===== config.mk =====
export PLATFORM = sky130hd
export DESIGN_NAME = dii_pkt_fifo_flat
export DESIGN_NICKNAME = d
export VERILOG_FILES = /design/src/rtl/dii_pkt_fifo_if.sv /design/src/rtl/dii_pkt_fifo.sv /design/src/flat_wrapper.sv
export SDC_FILE = /design/constraint.sdc
export NUM_CORES = 1
export LEC_CHECK = 0
export CAP_MARGIN = 10
export CORE_MARGIN = 2
export CORE_UTILIZATION = 50
export CTS_BUF_LIST = sky130_fd_sc_hd__clkbuf_8
export DETAILED_ROUTE_END_ITERATION = 16
export PLACE_DENSITY = 0.7
export SYNTH_ARGS = -nofsm -noshare
export SYNTH_HDL_FRONTEND = slang
export SYNTH_SLANG_ARGS = --single-unit

===== constraint.sdc =====
create_clock -name clk -period 8.4 [get_ports clk]
set_input_delay 1.26 -clock clk [delete_from_list [all_inputs] [get_ports clk]]
set_output_delay 1.26 -clock clk [all_outputs]
set_load 0.02 [all_outputs]

===== src/rtl/dii_pkt_fifo_if.sv =====
// Flit handshake bundle for dii_pkt_fifo: write side (in_*) and read side (out_*).
// The FIFO takes the slave view; the producer/consumer environment takes the master view.
interface dii_pkt_fifo_if #(
  parameter int DATA_W = 16
);
  logic [DATA_W-1:0] in_data;
  logic              in_last;
  logic              in_valid;
  logic              in_ready;
  logic [DATA_W-1:0] out_data;
  logic              out_last;
  logic              out_valid;
  logic              out_ready;

  modport master (
    output in_data, in_last, in_valid, out_ready,
    input  in_ready, out_data, out_last, out_valid
  );

  modport slave (
    input  in_data, in_last, in_valid, out_ready,
    output in_ready, out_data, out_last, out_valid
  );
endinterface


===== src/rtl/dii_pkt_fifo.sv =====
// Circular-pointer flit FIFO with packet tracking, synchronous flush and an optional
// store-and-forward mode that releases oversize packets once the buffer fills.
module dii_pkt_fifo #(
  parameter int DATA_W     = 16,
  parameter int DEPTH      = 8,
  parameter int FULLPACKET = 0,
  localparam int CNT_W     = $clog2(DEPTH + 1)
) (
  input  logic             clk,
  input  logic             rst,
  input  logic             flush,
  dii_pkt_fifo_if.slave    bus,
  output logic [CNT_W-1:0] level,
  output logic [CNT_W-1:0] pkt_count,
  output logic [CNT_W-1:0] pkt_size
);
  localparam int PTR_W = $clog2(DEPTH);
  localparam logic [PTR_W-1:0] PTR_MAX  = PTR_W'(DEPTH - 1);
  localparam logic [CNT_W-1:0] CNT_FULL = CNT_W'(DEPTH);

  logic [DATA_W-1:0] mem_data_q [DEPTH];
  logic              mem_last_q [DEPTH];
  logic [CNT_W-1:0]  len_mem_q  [DEPTH];

  logic [PTR_W-1:0] wr_ptr_q, wr_ptr_d, rd_ptr_q, rd_ptr_d;
  logic [PTR_W-1:0] len_wr_q, len_wr_d, len_rd_q, len_rd_d;
  logic [CNT_W-1:0] level_q, level_d, pkt_count_q, pkt_count_d;
  logic [CNT_W-1:0] inc_len_q, inc_len_d, hd_done_q, hd_done_d;
  logic             release_q, release_d;

  logic push, pop, push_last, pop_last;

  function automatic logic [PTR_W-1:0] ptr_inc(input logic [PTR_W-1:0] p);
    return (p == PTR_MAX) ? '0 : p + 1'b1;
  endfunction

  assign bus.in_ready  = (level_q != CNT_FULL);
  assign bus.out_valid = (FULLPACKET != 0) ? ((pkt_count_q != '0) || release_q)
                                           : (level_q != '0);
  assign bus.out_data  = mem_data_q[rd_ptr_q];
  assign bus.out_last  = mem_last_q[rd_ptr_q];

  assign push      = bus.in_valid && bus.in_ready;
  assign pop       = bus.out_valid && bus.out_ready;
  assign push_last = push && bus.in_last;
  assign pop_last  = pop && bus.out_last;

  assign level     = level_q;
  assign pkt_count = pkt_count_q;
  assign pkt_size  = ((pkt_count_q != '0) && !release_q)
                   ? (len_mem_q[len_rd_q] - hd_done_q) : '0;

  always_comb begin
    wr_ptr_d    = wr_ptr_q;
    rd_ptr_d    = rd_ptr_q;
    len_wr_d    = len_wr_q;
    len_rd_d    = len_rd_q;
    level_d     = level_q;
    pkt_count_d = pkt_count_q;
    inc_len_d   = inc_len_q;
    hd_done_d   = hd_done_q;
    release_d   = release_q;
    if (flush) begin
      wr_ptr_d    = '0;
      rd_ptr_d    = '0;
      len_wr_d    = '0;
      len_rd_d    = '0;
      level_d     = '0;
      pkt_count_d = '0;
      inc_len_d   = '0;
      hd_done_d   = '0;
      release_d   = 1'b0;
    end else begin
      if (push) begin
        wr_ptr_d  = ptr_inc(wr_ptr_q);
        inc_len_d = push_last ? '0 : inc_len_q + 1'b1;
      end
      if (push_last) len_wr_d = ptr_inc(len_wr_q);
      // hd_done keeps counting while releasing so it matches the full length later
      if (pop) begin
        rd_ptr_d  = ptr_inc(rd_ptr_q);
        hd_done_d = pop_last ? '0 : hd_done_q + 1'b1;
      end
      if (pop_last) len_rd_d = ptr_inc(len_rd_q);
      case ({push, pop})
        2'b10:   level_d = level_q + 1'b1;
        2'b01:   level_d = level_q - 1'b1;
        default: level_d = level_q;
      endcase
      case ({push_last, pop_last})
        2'b10:   pkt_count_d = pkt_count_q + 1'b1;
        2'b01:   pkt_count_d = pkt_count_q - 1'b1;
        default: pkt_count_d = pkt_count_q;
      endcase
      if (FULLPACKET != 0) begin
        if (pop_last)
          release_d = 1'b0;
        else if ((level_q == CNT_FULL) && (pkt_count_q == '0))
          release_d = 1'b1;
      end
    end
  end

  always_ff @(posedge clk) begin
    if (rst) begin
      wr_ptr_q    <= '0;
      rd_ptr_q    <= '0;
      len_wr_q    <= '0;
      len_rd_q    <= '0;
      level_q     <= '0;
      pkt_count_q <= '0;
      inc_len_q   <= '0;
      hd_done_q   <= '0;
      release_q   <= 1'b0;
    end else begin
      wr_ptr_q    <= wr_ptr_d;
      rd_ptr_q    <= rd_ptr_d;
      len_wr_q    <= len_wr_d;
      len_rd_q    <= len_rd_d;
      level_q     <= level_d;
      pkt_count_q <= pkt_count_d;
      inc_len_q   <= inc_len_d;
      hd_done_q   <= hd_done_d;
      release_q   <= release_d;
    end
  end

  always_ff @(posedge clk) begin
    if (!rst && !flush && push) begin
      mem_data_q[wr_ptr_q] <= bus.in_data;
      mem_last_q[wr_ptr_q] <= bus.in_last;
    end
    if (!rst && !flush && push_last) len_mem_q[len_wr_q] <= inc_len_q + 1'b1;
  end
endmodule


===== src/flat_wrapper.sv =====
// flat-port wrapper written by rule: the top's interface ports become plain ports
module dii_pkt_fifo_flat 
#(
  parameter int DATA_W     = 16,
  parameter int DEPTH      = 8,
  parameter int FULLPACKET = 0,
  localparam int CNT_W     = $clog2(DEPTH + 1)
)
  (clk, rst, flush, level, pkt_count, pkt_size, bus_in_data, bus_in_last, bus_in_valid, bus_out_ready, bus_in_ready, bus_out_data, bus_out_last, bus_out_valid);
  dii_pkt_fifo_if #(.DATA_W(DATA_W)) bus_i ();
  input  logic clk;
  input  logic rst;
  input  logic flush;
  output logic [CNT_W-1:0] level;
  output logic [CNT_W-1:0] pkt_count;
  output logic [CNT_W-1:0] pkt_size;
  input wire logic [$bits(bus_i.in_data)-1:0] bus_in_data;
  input wire logic [$bits(bus_i.in_last)-1:0] bus_in_last;
  input wire logic [$bits(bus_i.in_valid)-1:0] bus_in_valid;
  input wire logic [$bits(bus_i.out_ready)-1:0] bus_out_ready;
  output wire logic [$bits(bus_i.in_ready)-1:0] bus_in_ready;
  output wire logic [$bits(bus_i.out_data)-1:0] bus_out_data;
  output wire logic [$bits(bus_i.out_last)-1:0] bus_out_last;
  output wire logic [$bits(bus_i.out_valid)-1:0] bus_out_valid;
  assign bus_i.in_data = bus_in_data;
  assign bus_i.in_last = bus_in_last;
  assign bus_i.in_valid = bus_in_valid;
  assign bus_i.out_ready = bus_out_ready;
  assign bus_in_ready = bus_i.in_ready;
  assign bus_out_data = bus_i.out_data;
  assign bus_out_last = bus_i.out_last;
  assign bus_out_valid = bus_i.out_valid;
  dii_pkt_fifo #(.DATA_W(DATA_W), .DEPTH(DEPTH), .FULLPACKET(FULLPACKET)) u_core (.clk(clk), .rst(rst), .flush(flush), .bus(bus_i), .level(level), .pkt_count(pkt_count), .pkt_size(pkt_size));
endmodule

# After elaboration in Yosys (flattened, before gate mapping)
# Memory sizes are Yosys's and may differ from the RTL's. A register that Yosys moved wholly into a read port is not among the register bits.
# Cells that the tools add are included.
# word_totals
register_bits	28
mem_bits_rw	168
in_bits	22
output_inout_bits	31
word_cells	64
memories	3
# op_classes
add_sub_neg	11
n_eq_ne	9
muxes	19
reduce_logical	14
# memory_table
memory	depth	word_bits	rd	rd_ports_with_merged_regs	wr	line_no	source
u_core.mem_data_q	8	16	1	1	1	dii_pkt_fifo.sv:21	logic [DATA_W-1:0] mem_data_q [DEPTH];
u_core.len_mem_q	8	4	1	1	1	dii_pkt_fifo.sv:23	logic [CNT_W-1:0] len_mem_q [DEPTH];
u_core.mem_last_q	8	1	1	1	1	dii_pkt_fifo.sv:22	logic mem_last_q [DEPTH];
# ops
op	count
2-to-1 mux 3 bit	10
adder 4 x 1 -> 4 bit, second input constant	4
case mux 4 bit (2 select lines)	2
adder 3 x 1 -> 3 bit, second input constant	4
equality test 3 bit, second input constant	4
2-to-1 mux 4 bit	3
nonzero test 4 bit	2
subtractor 4 x 1 -> 4 bit, second input constant	2
logical AND 1 bit	7
equality test 2 x 1 -> 1 bit, second input constant	2
equality test 2 bit, second input constant	2
2-to-1 mux 1 bit	4
!= test 4 bit, second input constant	1
nonzero test 2 bit	2
subtractor 4 bit	1
zero test 1 bit	2
OR reduction 2 bit	1

# Depth between registers and ports, before layout
# depth
ltp_word	6
ltp_mapped	11
mapped_depth_nobuf	10

# Least setup slack after synthesis
# No wires, ideal clock.
# synth_timing
path_kind	reg-to-output
startpoint	register with a tool-made name
endpoint	output port pkt_size[3]
arrival_time_ps	2688
t_required_ps	7140
setup_slack_ps	4452
stages_incl_launch_ff	9
n_path_buf	1
path_cell_list	dfxtp_1 > buf_2 > mux4_2 > mux2_2 > ha_1 > and3b_1 > or3_1 > a21o_1 > a21oi_1
# synth_rtl
item	line_no	source
to (decl)	flat_wrapper.sv:16	output logic [CNT_W-1:0] pkt_size;

==> summary.md <==
| Metric | Value |
|---|---|
| Outcome | `complete, no violations` |
| Setup slack at placement | `3808 ps` |
| Leakage power of the design | `3.134 nW` |
| Vertical die dimension | `132.3 um` |
| Slowest stage delay, CP | `650 ps` |
| Initial antenna violation count | `0` |
| Final count of negative-setup-slack endpoints | `0` |
| Post-route minimum period | `5114 ps` |
| Area of the core | `16000 sq um` |
| Number of distinct library cells after synthesis | `50` |
| Global-route wire length before repair | `24270 um` |
| Type of the setup path with the least slack | `reg2out` |
| Maximum clock path buffer count | `3` |
| Crit path DAT | `3850 ps` |
| Maximum clock frequency | `0.1956 GHz` |
| Layout Cells excl Fill | `787` |
| Fraction of final layout cells with drive strength greater than 1 | `23.29%` |
| Buffer type at the clock tree root | `sky130_fd_sc_hd__clkbuf_8` |
| Data required time of the worst path | `7140 ps` |
| Vias/cell | `5.591` |
| Core Util, Final | `60.24%` |
| Area Overhead vs Synth | `17.12%` |
| Cells resized by post-CTS repair | `0` |
| Kind of start point of the critical path | `flip-flop` |
| Quantity of I/O buffers inserted on ports | `52` |
| Die ar. | `17500 sq um` |
| Number of levels in the clock H-tree | `1` |
| Per-instance average area after synthesis | `17.47 sq um` |
| Number of DRC violations after detailed-routing iteration 0 | `329` |
| Setup TNS after final layout | `0 ps` |
| Number of vias in the routed layout | `4400` |
| Vias in the first global route | `4593` |
| Syn_nets | `512` |
| Max_slew headroom | `25.76%` |
| Flops & latches, synth | `202` |
| Average routed wire per standard cell | `19.36 um` |
| Number of sinks driven by the clock tree | `202` |
| Final hold violations | `0` |
| Warnings, synthesis | `0` |
| Max-cap violations | `0` |
| Placer Congestion | `0.7842` |
| Number of antenna-violating nets in the routed design | `0` |
| Minimum setup slack in the final design | `3286 ps` |
| Pwr/cell area | `206.9 nW/um^2` |
| Post-DP HPWL | `9489 um` |
| Max-slew violation count | `0` |
| Final setup skew | `18.32 ps` |
| Final period utilization | `60.88%` |
| TritonRoute pass-1 iters | `4` |
| Post-layout total power | `1.994 mW` |
| # IOs | `53` |
| Pin count of the biggest net entering global routing | `37` |
| Design Area, Final | `9639 sq um` |
| Actual slew at the worst max-slew pin | `1112 ps` |
| Initial Util | `51.44%` |
| Clock input transition at the sequential cells of the worst setup and hold paths | `70 ps` |
| Commonest cells after routing, fill and taps aside | `sky130_fd_sc_hd__edfxtp_1, sky130_fd_sc_hd__clkdlybuf4s50_1, sky130_fd_sc_hd__mux4_2` |
| Cells traversed along the worst timing path | `mux4_2 > mux2_2 > ha_1 > and3b_1 > or3_1 > a21o_1 > a21oi_1 > clkdlybuf4s50_1` |
| RSZ-0062 raised after global routing | `no` |
| Number of instances in the synthesized netlist | `471` |
| Sequential share of the synthesized area | `69.57%` |
| Final routed DRC violation total | `0` |
| Number of buffers created by CTS | `30` |
| DP Area | `9015 sq um` |
| Peak VDD IR | `125.9 uV` |
| Overall routing resource usage | `17.68%` |
| Ant. Diodes | `0` |
| Layout net count | `588` |
| Crit end category | `output pin` |
| Hold Crit Class | `reg2reg` |
| Worst min-delay path startpoint | `u_core.pkt_count[3]` |
| Commonest non-fill, non-tap cell in the layout | `sky130_fd_sc_hd__edfxtp_1` |
| Hold Buf Count CTS | `0` |
| Setup fix buffers added after clock tree synthesis | `0` |
| Mapped Area | `8230 sq um` |
| Std cell rows | `46` |
| Clock tree from TritonCTS | `built` |
| Worst hold margin | `484.2 ps` |
| GRT overflow | `0` |
| Aggregate routed wire length | `15240 um` |
| Clock insertion delay at the later pin of the skew report | `550 ps` |
| Placed Cells incl. Taps | `731` |
| Crit path max fanout | `8` |
| Slowest stage cell, crit path | `sky130_fd_sc_hd__dfxtp_1` |
| Horizontal extent of the die | `132.3 um` |
logic make-up (layout without fill, tap and decap cells):
family                     Yosys count  count (layout)  share of synthesized area (%)
and+or+nand+nor                    104             104                          6.598
buffers and inverters               26             126                          1.596
muxes                               71              71                          15.04
xor gates and xnor gates            10              10                          1.064
DFF                                202             202                          69.57
adders and majority gates           19              19                          2.980
AOI/OAI and AO/OA                   39              39                          3.162
sequential cells by signal, indices dropped and copies added (netlist names), named ones only:
signal             cells
u_core.hd_done_q       4
u_core.inc_len_q       4
u_core.len_mem_q      32
u_core.len_rd_q        3
u_core.len_wr_q        3
u_core.level           4
u_core.mem_data_q    128
u_core.mem_last_q      8
u_core.pkt_count       4
u_core.rd_ptr_q        3
u_core.wr_ptr_q        3
path summary, 6_finish.rpt:
path                         end  slack, ps  cells after the start
min reg2reg  u_core.pkt_count[3]        480                      2
max                  pkt_size[3]       3290                      8
max reg2reg  u_core.pkt_count[2]       4900                     10
min          u_core.pkt_count[3]        480                      2
cell usage after synthesis, drive strengths merged:
cell	instances	area, sq um
a21boi	1	7.510
a21o	2	15.01
a21oi	18	90.09
a221oi	1	15.01
a22o	1	8.760
a31oi	2	12.51
and2	1	6.260
and3b	3	26.28
buf	9	62.55
clkbuf	10	37.54
dfxtp	34	680.7
edfxtp	168	5045
fa	1	20.02
ha	18	225.2
inv	7	31.28
mux2	21	236.5
mux2i	10	100.1
mux4	40	900.9
nand2	26	97.59
nand2b	5	31.28
nand3	7	35.03
nand3b	3	22.52
nand4	2	12.51
nand4b	1	8.760
nor2	25	93.84
nor2b	3	18.77
nor3	10	55.05
nor3b	1	7.510
nor4	1	6.260
o211ai	1	7.510
o21a	2	15.01
o21ai	6	30.03
o22ai	1	6.260
o311ai	1	8.760
o31ai	1	7.510
o41ai	2	36.29
or2	1	6.260
or2b	1	7.510
or3	9	56.30
or3b	2	17.52
or4	2	20.02
or4b	1	13.76
xnor2	3	26.28
xor2	7	61.31
layer usage:
layer	share of wire (%)	GRT usage (%)	vias to the layer above
met1	43	23.04	2221
met5	0	0	-
met3	5.2	3.191	27
met4	1.8	5.675	0
met2	50	30.35	136
li1	-	-	2016
worst max-delay path, delay by kind of cell (launching register included):
family	cells	cell delay (ps)
muxes	2	840
and+or+nand+nor	2	560
AOI/OAI and AO/OA	2	320
adders and majority gates	1	320
buffers and inverters	1	620
DFF	1	650
final cells by class:
| type | instances | area, sq um |
|---|---|---|
| clock buffers | 30 | 412.9 |
| well taps | 216 | 270.3 |
| multi-input cells | 243 | 2384 |
| inverters | 7 | 31.28 |
| fillers | 1232 | 6361 |
| clock inverters | 26 | 211.5 |
| repair buffers | 63 | 603.1 |
| flip-flops and latches | 202 | 5727 |
power breakdown:
group          switching (mW)  leakage (nW)  internal, mW
clock network           0.378         0.313         0.434
registers             0.00538          1.78          1.09
logic                  0.0475          1.04        0.0415
total                   0.431          3.13          1.56
Note: power is estimated with default switching activity, not from simulation.
